===== src/rtl/mem_port_arbiter.sv =====
// Round-robin arbiter sharing one memory port between instruction fetch and the data stage.
// Registered req/done handshake, read-data capture per owner, and an access watchdog.
module mem_port_arbiter #(
    parameter int AW      = 32,
    parameter int DW      = 32,
    parameter int TIMEOUT = 64
) (
    input  logic          clk,
    input  logic          rst,
    input  logic          if_req,
    input  logic [AW-1:0] if_addr,
    output logic          if_gnt,
    output logic [DW-1:0] if_rdata,
    output logic          if_done,
    input  logic          d_req,
    input  logic          d_we,
    input  logic [AW-1:0] d_addr,
    input  logic [DW-1:0] d_wdata,
    output logic          d_gnt,
    output logic [DW-1:0] d_rdata,
    output logic          d_done,
    output logic          err,
    output logic          mem_req,
    output logic          mem_we,
    output logic [AW-1:0] mem_addr,
    output logic [DW-1:0] mem_wdata,
    input  logic [DW-1:0] mem_rdata,
    input  logic          mem_ready
);

    // A zero TIMEOUT still gets a 1-bit counter so the vector is never empty.
    localparam int CW = (TIMEOUT > 0) ? $clog2(TIMEOUT + 1) : 1;
    localparam logic [CW-1:0] CNT_MAX  = {CW{1'b1}};
    localparam logic [CW-1:0] CNT_LAST = CW'(TIMEOUT - 1);

    typedef enum logic [1:0] {
        S_IDLE   = 2'd0,
        S_ACCESS = 2'd1,
        S_RESP   = 2'd2
    } state_t;

    state_t        r_state,     w_nxt_state;
    logic          r_owner_d,   w_nxt_owner_d;
    logic          r_last_d,    w_nxt_last_d;
    logic [CW-1:0] r_wd_cnt,    w_nxt_wd_cnt;
    logic          r_if_gnt,    w_nxt_if_gnt;
    logic          r_d_gnt,     w_nxt_d_gnt;
    logic          r_if_done,   w_nxt_if_done;
    logic          r_d_done,    w_nxt_d_done;
    logic          r_err,       w_nxt_err;
    logic [DW-1:0] r_if_rdata,  w_nxt_if_rdata;
    logic [DW-1:0] r_d_rdata,   w_nxt_d_rdata;
    logic          r_mem_req,   w_nxt_mem_req;
    logic          r_mem_we,    w_nxt_mem_we;
    logic [AW-1:0] r_mem_addr,  w_nxt_mem_addr;
    logic [DW-1:0] r_mem_wdata, w_nxt_mem_wdata;
    logic          w_win_d;

    always_ff @(posedge clk or posedge rst) begin
        if (rst) begin
            r_state     <= S_IDLE;
            r_owner_d   <= 1'b0;
            r_last_d    <= 1'b1;
            r_wd_cnt    <= '0;
            r_if_gnt    <= 1'b0;
            r_d_gnt     <= 1'b0;
            r_if_done   <= 1'b0;
            r_d_done    <= 1'b0;
            r_err       <= 1'b0;
            r_if_rdata  <= '0;
            r_d_rdata   <= '0;
            r_mem_req   <= 1'b0;
            r_mem_we    <= 1'b0;
            r_mem_addr  <= '0;
            r_mem_wdata <= '0;
        end else begin
            r_state     <= w_nxt_state;
            r_owner_d   <= w_nxt_owner_d;
            r_last_d    <= w_nxt_last_d;
            r_wd_cnt    <= w_nxt_wd_cnt;
            r_if_gnt    <= w_nxt_if_gnt;
            r_d_gnt     <= w_nxt_d_gnt;
            r_if_done   <= w_nxt_if_done;
            r_d_done    <= w_nxt_d_done;
            r_err       <= w_nxt_err;
            r_if_rdata  <= w_nxt_if_rdata;
            r_d_rdata   <= w_nxt_d_rdata;
            r_mem_req   <= w_nxt_mem_req;
            r_mem_we    <= w_nxt_mem_we;
            r_mem_addr  <= w_nxt_mem_addr;
            r_mem_wdata <= w_nxt_mem_wdata;
        end
    end

    always_comb begin
        w_nxt_state     = r_state;
        w_nxt_owner_d   = r_owner_d;
        w_nxt_last_d    = r_last_d;
        w_nxt_wd_cnt    = r_wd_cnt;
        w_nxt_if_gnt    = r_if_gnt;
        w_nxt_d_gnt     = r_d_gnt;
        w_nxt_if_done   = r_if_done;
        w_nxt_d_done    = r_d_done;
        w_nxt_err       = r_err;
        w_nxt_if_rdata  = r_if_rdata;
        w_nxt_d_rdata   = r_d_rdata;
        w_nxt_mem_req   = r_mem_req;
        w_nxt_mem_we    = r_mem_we;
        w_nxt_mem_addr  = r_mem_addr;
        w_nxt_mem_wdata = r_mem_wdata;
        // On a tie the requester that did not go last wins.
        w_win_d         = d_req && (!if_req || !r_last_d);

        case (r_state)
            S_IDLE: begin
                w_nxt_wd_cnt = '0;
                if (if_req || d_req) begin
                    w_nxt_owner_d   = w_win_d;
                    w_nxt_last_d    = w_win_d;
                    w_nxt_mem_req   = 1'b1;
                    w_nxt_mem_we    = w_win_d && d_we;
                    w_nxt_mem_addr  = w_win_d ? d_addr : if_addr;
                    w_nxt_mem_wdata = w_win_d ? d_wdata : '0;
                    w_nxt_if_gnt    = !w_win_d;
                    w_nxt_d_gnt     = w_win_d;
                    w_nxt_state     = S_ACCESS;
                end
            end
            S_ACCESS: begin
                if (r_wd_cnt != CNT_MAX) begin
                    w_nxt_wd_cnt = r_wd_cnt + 1'b1;
                end
                if (mem_ready) begin
                    if (r_owner_d) begin
                        w_nxt_d_rdata = mem_rdata;
                        w_nxt_d_done  = 1'b1;
                    end else begin
                        w_nxt_if_rdata = mem_rdata;
                        w_nxt_if_done  = 1'b1;
                    end
                    w_nxt_mem_req = 1'b0;
                    w_nxt_state   = S_RESP;
                end else if (TIMEOUT != 0 && r_wd_cnt == CNT_LAST) begin
                    w_nxt_d_done  = r_owner_d;
                    w_nxt_if_done = !r_owner_d;
                    w_nxt_err     = 1'b1;
                    w_nxt_mem_req = 1'b0;
                    w_nxt_state   = S_RESP;
                end
            end
            S_RESP: begin
                w_nxt_if_gnt  = 1'b0;
                w_nxt_d_gnt   = 1'b0;
                w_nxt_if_done = 1'b0;
                w_nxt_d_done  = 1'b0;
                w_nxt_err     = 1'b0;
                w_nxt_wd_cnt  = '0;
                w_nxt_state   = S_IDLE;
            end
            default: begin
                w_nxt_state = S_IDLE;
            end
        endcase
    end

    assign if_gnt    = r_if_gnt;
    assign if_rdata  = r_if_rdata;
    assign if_done   = r_if_done;
    assign d_gnt     = r_d_gnt;
    assign d_rdata   = r_d_rdata;
    assign d_done    = r_d_done;
    assign err       = r_err;
    assign mem_req   = r_mem_req;
    assign mem_we    = r_mem_we;
    assign mem_addr  = r_mem_addr;
    assign mem_wdata = r_mem_wdata;

endmodule

===== config.mk =====
export PLATFORM = sky130hd
export DESIGN_NAME = mem_port_arbiter
export DESIGN_NICKNAME = d
export VERILOG_FILES = /design/src/rtl/mem_port_arbiter.sv
export SDC_FILE = /design/constraint.sdc
export NUM_CORES = 1
export LEC_CHECK = 0
export BUFFER_PORTS_ARGS = -buffer_cell sky130_fd_sc_hd__buf_2
export CAP_MARGIN = 30
export CORE_AREA = 10 10 120 122
export DETAILED_ROUTE_END_ITERATION = 8
export DIE_AREA = 0 0 130 132
export PLACE_DENSITY_LB_ADDON = 0.08
export SETUP_SLACK_MARGIN = 0.3
export SLEW_MARGIN = 20
export SYNTH_ARGS = -nofsm -noshare
export SYNTH_HDL_FRONTEND = slang
export SYNTH_SLANG_ARGS = --single-unit
export TNS_END_PERCENT = 10

===== constraint.sdc =====
create_clock -name clk -period 9.1 [get_ports clk]
set_input_delay 2.73 -clock clk [delete_from_list [all_inputs] [get_ports clk]]
set_output_delay 2.73 -clock clk [all_outputs]
set_load 0.02 [all_outputs]

==> out/summary.txt, run 1 <==
setup TNS: 0 ns
IO Count: 269
post-route antenna net violation count: 0
clk_lat worst skew: 0.41 ns
Post-CTS Hold Buffers: 0
Net Sw Frac: 39.1%
CP Max Fanout: 64
port bufs: 268
# rows: 40
Initial Util: 49.4%
hpwl dp: 12.4 mm
critical path endpoint category: flop
Slew headroom: 35.6%
grt total ovfl: 0
CTS root buffer: clkbuf_16
reg2reg start: r_state[1]
vias in the first global route: 4838
fmax: 239 MHz
clk buf depth: 2
R2R Path End: if_rdata[9]
Crit. Startpoint: if_req
CTS H-tree lvls: 4
GRT Util Overall: 19.0%
DR vias/cell: 5.07
final-report hold violation count: 0
Post-CTS Setup Inserts: 0
area grow syn2layout: 36.3%
Comb power frac: 42.4%
Leak: 4.16 nW
type of the worst setup path: in -> reg
final net count: 850
worst reg2reg setup slack: 6.69 ns
WP data required: 9.36 ns
DR pass1 iterations: 5
Synth Instances: 446
Post-Syn Nets: 584
fin crit share: 45.9%
Switch Pwr: 1.22 mW
layout cells sized above 1: 52.3%
Startpoint Class: primary input
post-CTS resize count: 0
initial antenna violation count: 0
max-cap violations: 0
Max IR drop VDD: 228 uV
minimum clock period after layout: 4.18 ns
Final Non-Filler Cells: 872
Worst EP arrival: 4.44 ns
power consumption: 3.13 mW
pin count of the biggest net entering global routing: 75
register share of total power: 35.1%
Yosys cell types: 37
Slew @ Worst Pin: 0.962 ns
Hold Path Class: reg -> reg
TritonCTS Buffers: 17
# setup viols final: 0
CTS tree: yes
Final Wtd Congestion: 0.742
DRC: 0
die height: 132 um
crit path to: mem_addr[0]
DR iter-0 viols: 273
drt total wl: 16.4 mm
reg2reg path depth: 5
routed wire length per instance: 18.8 um
area of the die: 0.0172 mm2
worst clock skew: 0.00774 ns
pins over their slew limit: 0
Cells after DPL: 838
Clock power frac: 22.5%
status: complete, no violations
Core Region: 0.0119 mm2
# diodes: 0
synth warn: 0
share of synthesized area occupied by flip-flops and latches: 62.1%
Yosys reg bits: 146
Syn Area/Cell: 13.2 um2
die width: 130 um
PwrDens: 390 mW/mm2
Clk pin slew, worst setup/hold paths: 0.05 ns
Internal: 1.91 mW
RSZ-0062 raised after global routing: false
first-pass GRT wire length: 25.5 mm
Synth Cell Area: 0.00588 mm2
vias: 4421
Clock Sinks: 146
-- power groups by stage --
stage / registers (mW) / logic (mW) / clock network (mW)
floorplan: 1.44 / 0.509 / 0
global placement: 1.09 / 1.31 / 0
detailed placement: 1.10 / 1.34 / 0
CTS: 1.10 / 1.34 / 0.719
global route: 1.14 / 1.44 / 0.749
finish: 1.10 / 1.32 / 0.704
-- cell families (layout without fill, tap and decap cells) --
family                     after synthesis  in the layout  share of synthesized area, %
adders and majority gates                5              5                          1.02
buffers and inverters                   34            313                          2.38
muxes                                   98             98                          18.1
AOI/OAI and AO/OA                       94             94                          10.9
xor gates and xnor gates                 3              3                         0.447
DFF                                    146            146                          62.1
and+or+nand+nor                         66             66                          5.02
-- registers in the layout, summed over array words and instances, names as in the netlist, 2 cells and up --
| name | flops |
|---|---|
| if_rdata | 32 |
| r_state | 2 |
| mem_addr | 32 |
| r_wd_cnt | 7 |
| d_rdata | 32 |
| mem_wdata | 32 |
-- final cells by class --
type | instances | area [um2]
Fill cell | 942 | 3890
Sequential cell | 146 | 3650
Multi-Input combinational cell | 266 | 2120
Timing Repair Buffer | 274 | 1430
Clock buffer | 22 | 474
Tap cell | 147 | 184
Clock inverter | 10 | 131
Inverter | 7 | 31.3
-- worst min-delay path by stage --
stage,startpoint,end,cells past startpoint
4_1_cts,mem_addr[21],mem_addr[21],2
2_1_floorplan,r_wd_cnt[0],r_wd_cnt[0],1
6_report,mem_addr[1],mem_addr[1],2
3_5_place_dp,mem_addr[21],mem_addr[21],2
3_3_place_gp,mem_addr[3],mem_addr[3],2
5_1_grt,mem_addr[12],mem_addr[12],2
-- per-layer routing --
metal	vias to the layer above	global-route usage (%)	wire length [um]
met3	13	9.29	1790
met2	164	32.4	8360
met5	-	0	0
met4	0	6.81	178
met1	2122	19.7	6050
li1	2122	-	-
-- critical path: stages --
cell     delay (ns)
buf_2          0.15
o21ai_4        0.77
buf_4          0.57
o21ai_0        0.18
-- stage by stage --
| step | hold WS, ns | util, % | area, um2 | worst slack [ns] |
|---|---|---|---|---|
| 3_5_place_dp | 0.466 | 61.8 | 7360 | 4.49 |
| 2_1_floorplan | 0.477 | - | 5880 | 2.45 |
| 3_3_place_gp | 0.456 | 61.8 | 7360 | 4.62 |
| 5_1_grt | 0.501 | 67.3 | 8020 | 4.73 |
| 4_1_cts | 0.478 | 66.8 | 7960 | 4.93 |
| 6_report | 0.473 | 67.3 | 8020 | 4.92 |
-- synth_stat cells --
library cell	instances	area share, %
o22ai_1	1	0.11
o21a_1	1	0.13
nand3_1	4	0.34
or2_2	1	0.11
nand4_1	2	0.21
mux2_2	65	12
a32o_1	1	0.17
o21ai_0	47	4.0
maj3_1	1	0.17
a21oi_1	3	0.26
mux2i_1	33	5.6
nand3b_1	1	0.13
nand3_2	1	0.17
or3_1	1	0.11
a22o_1	34	5.1
ha_1	4	0.85
o311a_4	1	0.36
nand2_1	43	2.7
nand2b_1	1	0.11
and3_1	2	0.21
nor2b_1	1	0.11
and2_1	1	0.11
xor2_1	3	0.45
nor3_1	1	0.085
nor2_1	5	0.32
inv_1	7	0.45
clkbuf_1	17	1.1
nor4_1	1	0.11
buf_2	10	0.85
dfrtp_1	145	62
a21o_1	2	0.26
o31a_2	1	0.17
or4b_1	1	0.17
a21boi_0	1	0.13
dfstp_2	1	0.45
o31ai_1	1	0.13
a311o_1	1	0.17
-- cells in the final DEF, fill, tap and decap left out, types with 4 or more instances in the layout --
cell type / count
buf_2: 268
buf_4: 4
mux2i_1: 33
ha_1: 4
nand2_1: 43
inv_1: 6
mux2_2: 65
dfrtp_1: 145
o21ai_0: 46
clkbuf_16: 17
nor2_1: 5
clkinv_2: 5
a22o_1: 34
Note: power is estimated with default switching activity, not from simulation.
==> run 2: changes to the inputs <==
--- a/config.mk
+++ b/config.mk
@@ -7,9 +7,9 @@
 export LEC_CHECK = 0
 export BUFFER_PORTS_ARGS = -buffer_cell sky130_fd_sc_hd__buf_2
 export CAP_MARGIN = 30
-export CORE_AREA = 10 10 120 122
+export CORE_AREA = 10 10 123 125
 export DETAILED_ROUTE_END_ITERATION = 8
-export DIE_AREA = 0 0 130 132
+export DIE_AREA = 0 0 133 135
 export PLACE_DENSITY_LB_ADDON = 0.08
 export SETUP_SLACK_MARGIN = 0.3
 export SLEW_MARGIN = 20
==> constraint.sdc (replaced) <==
create_clock -name clk -period 4.24 [get_ports clk]
set_input_delay 1.272 -clock clk [delete_from_list [all_inputs] [get_ports clk]]
set_output_delay 1.272 -clock clk [all_outputs]
set_load 0.02 [all_outputs]
==> run 2 against run 1 <==
Global-route usage decreased by 1.5 points. Clock power increased by 140%. Register-to-register slack lost 4.8 ns. Count of clock-buffer cells in the layout is 1 higher. Clock skew shrank 0.0036 ns. Sequential share of layout area decreased by 0.69 points. Hold slack about the same. Critical path depth is 3 higher. Largest cell class unchanged. Highest routed layer unchanged.
==> out/summary.txt, run 2 (synthesized netlist as in run 1, its figures left out) <==
hold_ws: 0.473 ns
drt total wl: 16.0 mm
# rows: 41
Max IR drop VDD: 444 uV
type of the worst setup path: in -> reg
multi-input logic area: 0.00211 mm2
WP data required: 4.57 ns
status: complete, no violations
Clk pin slew, worst setup/hold paths: 0.05 ns
most frequent cells in the layout: 268 x buf_2, 145 x dfrtp_1, 65 x mux2_2
port bufs: 268
CP Max Fanout: 36
clk_lat worst skew: 0.41 ns
# diodes: 0
max-cap violations: 0
vias: 4449
Worst EP arrival: 2.84 ns
Hold Startpoint: mem_addr[15]
hpwl dp: 12.1 mm
pins over their slew limit: 0
Leak: 4.20 nW
post-route antenna net violation count: 0
Clock Sinks: 146
grt total ovfl: 0
Slew @ Worst Pin: 0.755 ns
die width: 133 um
setup TNS: 0 ns
Final Wtd Congestion: 0.753
first-pass GRT wire length: 25.4 mm
minimum clock period after layout: 2.52 ns
Filler cells: 976
RSZ-0062 raised after global routing: false
Hold Path Class: reg -> reg
fin crit share: 59.3%
area of the die: 0.0180 mm2
final net count: 850
final-report hold violation count: 0
routed wire length per instance: 17.9 um
CTS root buffer: clkbuf_16
clk buf depth: 2
power consumption: 6.91 mW
Slew headroom: 49.5%
PwrDens: 849 mW/mm2
# setup viols final: 0
reg2reg start: r_state[1]
R2R Path End: d_rdata[28]
Post-CTS Hold Buffers: 0
Core Region: 0.0126 mm2
Design Area, Final: 0.00814 mm2
vias in the first global route: 4898
WHS Endpoint: mem_addr[15]
Post-CTS Setup Inserts: 0
TritonCTS Buffers: 17
DR iter-0 viols: 147
layout cells sized above 1: 52.1%
Initial Util: 46.8%
post-CTS resize count: 0
reg2reg path depth: 5
die height: 135 um
most common cell after layout, fill and taps aside: buf_2
DP Area: 0.00745 mm2
CTS H-tree lvls: 4
initial antenna violation count: 0
Reg area: 0.00365 mm2
area grow syn2layout: 38.4%
hold depth: 2
pin count of the biggest net entering global routing: 147
fmax: 397 MHz
critical path endpoint category: flop
IO Count: 269
DR vias/cell: 4.96
DR pass1 iterations: 4
Startpoint Class: primary input
GRT Util Overall: 17.5%
DRC: 0
CTS tree: yes
worst clock skew: 0.00415 ns
worst reg2reg setup slack: 1.85 ns
==> run 2: worst max path at each step <==
stage / endpoint / start
after floorplan: d_done / rst
after global placement: d_gnt / d_req
after detailed placement: d_gnt / d_req
after CTS: d_gnt / d_req
after global routing: d_gnt / d_req
final: d_gnt / d_req
==> run 2: power by group <==
group	switching, mW	internal (mW)	leakage (nW)	total [mW]
combinational	1.74	1.11	2.06	2.85
sequential	0.317	2.03	1.80	2.35
clock	0.533	1.18	0.339	1.71
total	2.59	4.32	4.20	6.91
==> run 2: routing by layer <==
layer | wire (um) | share of wire [%] | GRT usage (%) | up-vias
met5 | 0 | 0 | 0 | -
met2 | 8030 | 50 | 30.0 | 170
met3 | 1370 | 8.5 | 7.38 | 13
met4 | 154 | 0.96 | 5.26 | 0
li1 | - | - | - | 2120
met1 | 6460 | 40 | 19.6 | 2146
==> run 2: worst max-delay path, cell delays in order <==
cell      delay [ns]
buf_2           0.15
a21boi_4        0.18
buf_4           0.47
and2_1          0.20
buf_4           0.34
a21oi_1         0.08
o21ai_0         0.15
==> run 2: cell type report <==
type / instances / area share, %
well taps: 172 / 2.64
clock buffers: 23 / 6.12
inverters: 7 / 0.369
flip-flops and latches: 146 / 44.9
repair buffers: 274 / 17.6
clock inverters: 9 / 2.43
multi-input cells: 266 / 25.9
==> run 2: through the flow <==
step,instances,setup WS [ns],util (%)
finish,897,1.72,64.8
global route,897,1.53,64.8
CTS,897,1.73,64.8
detailed placement,865,1.30,59.2
global placement,865,1.36,59.2
floorplan,446,1.14,-
==> run 3: changes to the inputs <==
==> constraint.sdc (replaced) <==
create_clock -name clk -period 2.35 [get_ports clk]
set_input_delay 0.705 -clock clk [delete_from_list [all_inputs] [get_ports clk]]
set_output_delay 0.705 -clock clk [all_outputs]
set_load 0.02 [all_outputs]
==> run 3 against run 2 <==
Final cell count is 0.56% higher. Global-route usage is 1.1 points higher. Combinational power is 81% higher. Hold slack worse by 0.16 ns. Clock skew is 0.0022 ns higher. Non-clock buffer count is 5 higher. First-iteration DRC count is 23% higher.
==> out/summary.txt, run 3 (synthesized netlist as in run 1, its figures left out) <==
GRT Util Overall: 18.7%
Crit. Startpoint: r_state[1]
Core Region: 0.0126 mm2
Cells after DPL: 870
crit-path cells: inv_1 > ha_1 > nand3_1 > buf_4 > mux2_2
WP data required: 2.64 ns
TritonCTS Buffers: 17
CTS tree: yes
worst setup margin: 0.554 ns
Slew @ Worst Pin: 0.472 ns
vias: 4510
CTS H-tree lvls: 4
grt total ovfl: 0
power consumption: 12.1 mW
first-pass GRT wire length: 26.7 mm
final-report hold violation count: 0
minimum clock period after layout: 1.80 ns
fin crit share: 76.4%
Worst EP arrival: 2.09 ns
most frequent cells in the layout: 268 x buf_2, 145 x dfrtp_1, 65 x mux2_2
most common cell after layout, fill and taps aside: buf_2
Final Non-Filler Cells: 902
Initial Util: 46.8%
Filler cells: 1043
CTS root buffer: clkbuf_16
reg2reg start: r_state[1]
pins over their slew limit: 0
Post-CTS Setup Inserts: 0
hpwl dp: 12.8 mm
post-CTS resize count: 0
vias in the first global route: 4981
Clk pin slew, worst setup/hold paths: 0.06 ns
# rows: 41
max-cap violations: 0
Final Wtd Congestion: 0.748
RSZ-0062 raised after global routing: false
worst clock skew: 0.00634 ns
family with the most delay on the worst path: adder cells
DR vias/cell: 5.00
area of the die: 0.0180 mm2
IO Count: 269
PwrDens: 1500 mW/mm2
type of the worst setup path: reg -> reg
initial antenna violation count: 0
multi-input logic area: 0.00211 mm2
Clock Sinks: 146
critical path endpoint category: flop
status: complete, no violations
Post-CTS Hold Buffers: 0
clk_lat worst skew: 0.41 ns
port bufs: 268
fmax: 557 MHz
die height: 135 um
post-route antenna net violation count: 0
# setup viols final: 0
die width: 133 um
DP Worst Slack: 0.521 ns
routed wire length per instance: 18.6 um
layout cells sized above 1: 52.3%
Startpoint Class: flop
area grow syn2layout: 37.7%
clk buf depth: 2
Crit path largest cell delay: 0.45 ns
# diodes: 0
Buffers & Inverters on Critical Path: 2
DRC: 0
Worst path slowest cell: ha_1
worst reg2reg setup slack: 0.55 ns
Slew headroom: 68.3%
final net count: 855
Max IR drop VDD: 853 uV
CP Max Fanout: 21
Reg area: 0.00365 mm2
pin count of the biggest net entering global routing: 101
drt total wl: 16.8 mm
DR pass1 iterations: 4
Hold Path Class: in -> async
Leak: 4.17 nW
DR iter-0 viols: 181
[run 3: final cells by class]
cell class	instances	area share (%)
timing repair buffer	279	18.4
tap	172	2.66
multi-input combinational	266	26.0
inverter	7	0.371
clock inverter	12	1.95
sequential	146	45.1
clock buffer	20	5.51
[run 3: final timing paths]
check / cells past startpoint / end
min in group clk: 2 / mem_addr[3]
worst min register to register: 2 / mem_addr[3]
max in group asynchronous: 3 / r_last_d
worst max-delay path: 5 / d_rdata[21]
worst max register to register: 5 / d_rdata[21]
worst min-delay path: 2 / if_rdata[19]
[run 3: per-stage QoR]
step / hold slack [ns] / util [%] / TNS (ns) / area (um2)
after CTS: 0.311 / 64.5 / 0 / 8100
after global placement: 0.457 / 59.6 / 0 / 7500
final: 0.313 / 64.5 / 0 / 8100
after global routing: 0.328 / 64.5 / 0 / 8100
after detailed placement: 0.465 / 59.6 / 0 / 7500
after floorplan: 0.477 / - / -27.14 / 5890
[run 3: routing by layer]
metal	share of wire, %	global-route usage, %
met1	38	20.4
met2	51	31.7
met3	9.2	8.27
met4	1.6	6.60
met5	0	0
[run 3: power by group]
group          switching (mW)  total [mW]  internal (mW)  leakage [nW]
sequential              0.581        4.25           3.67          1.80
clock                    1.02        2.72           1.70         0.287
combinational            3.13        5.15           2.01          2.08
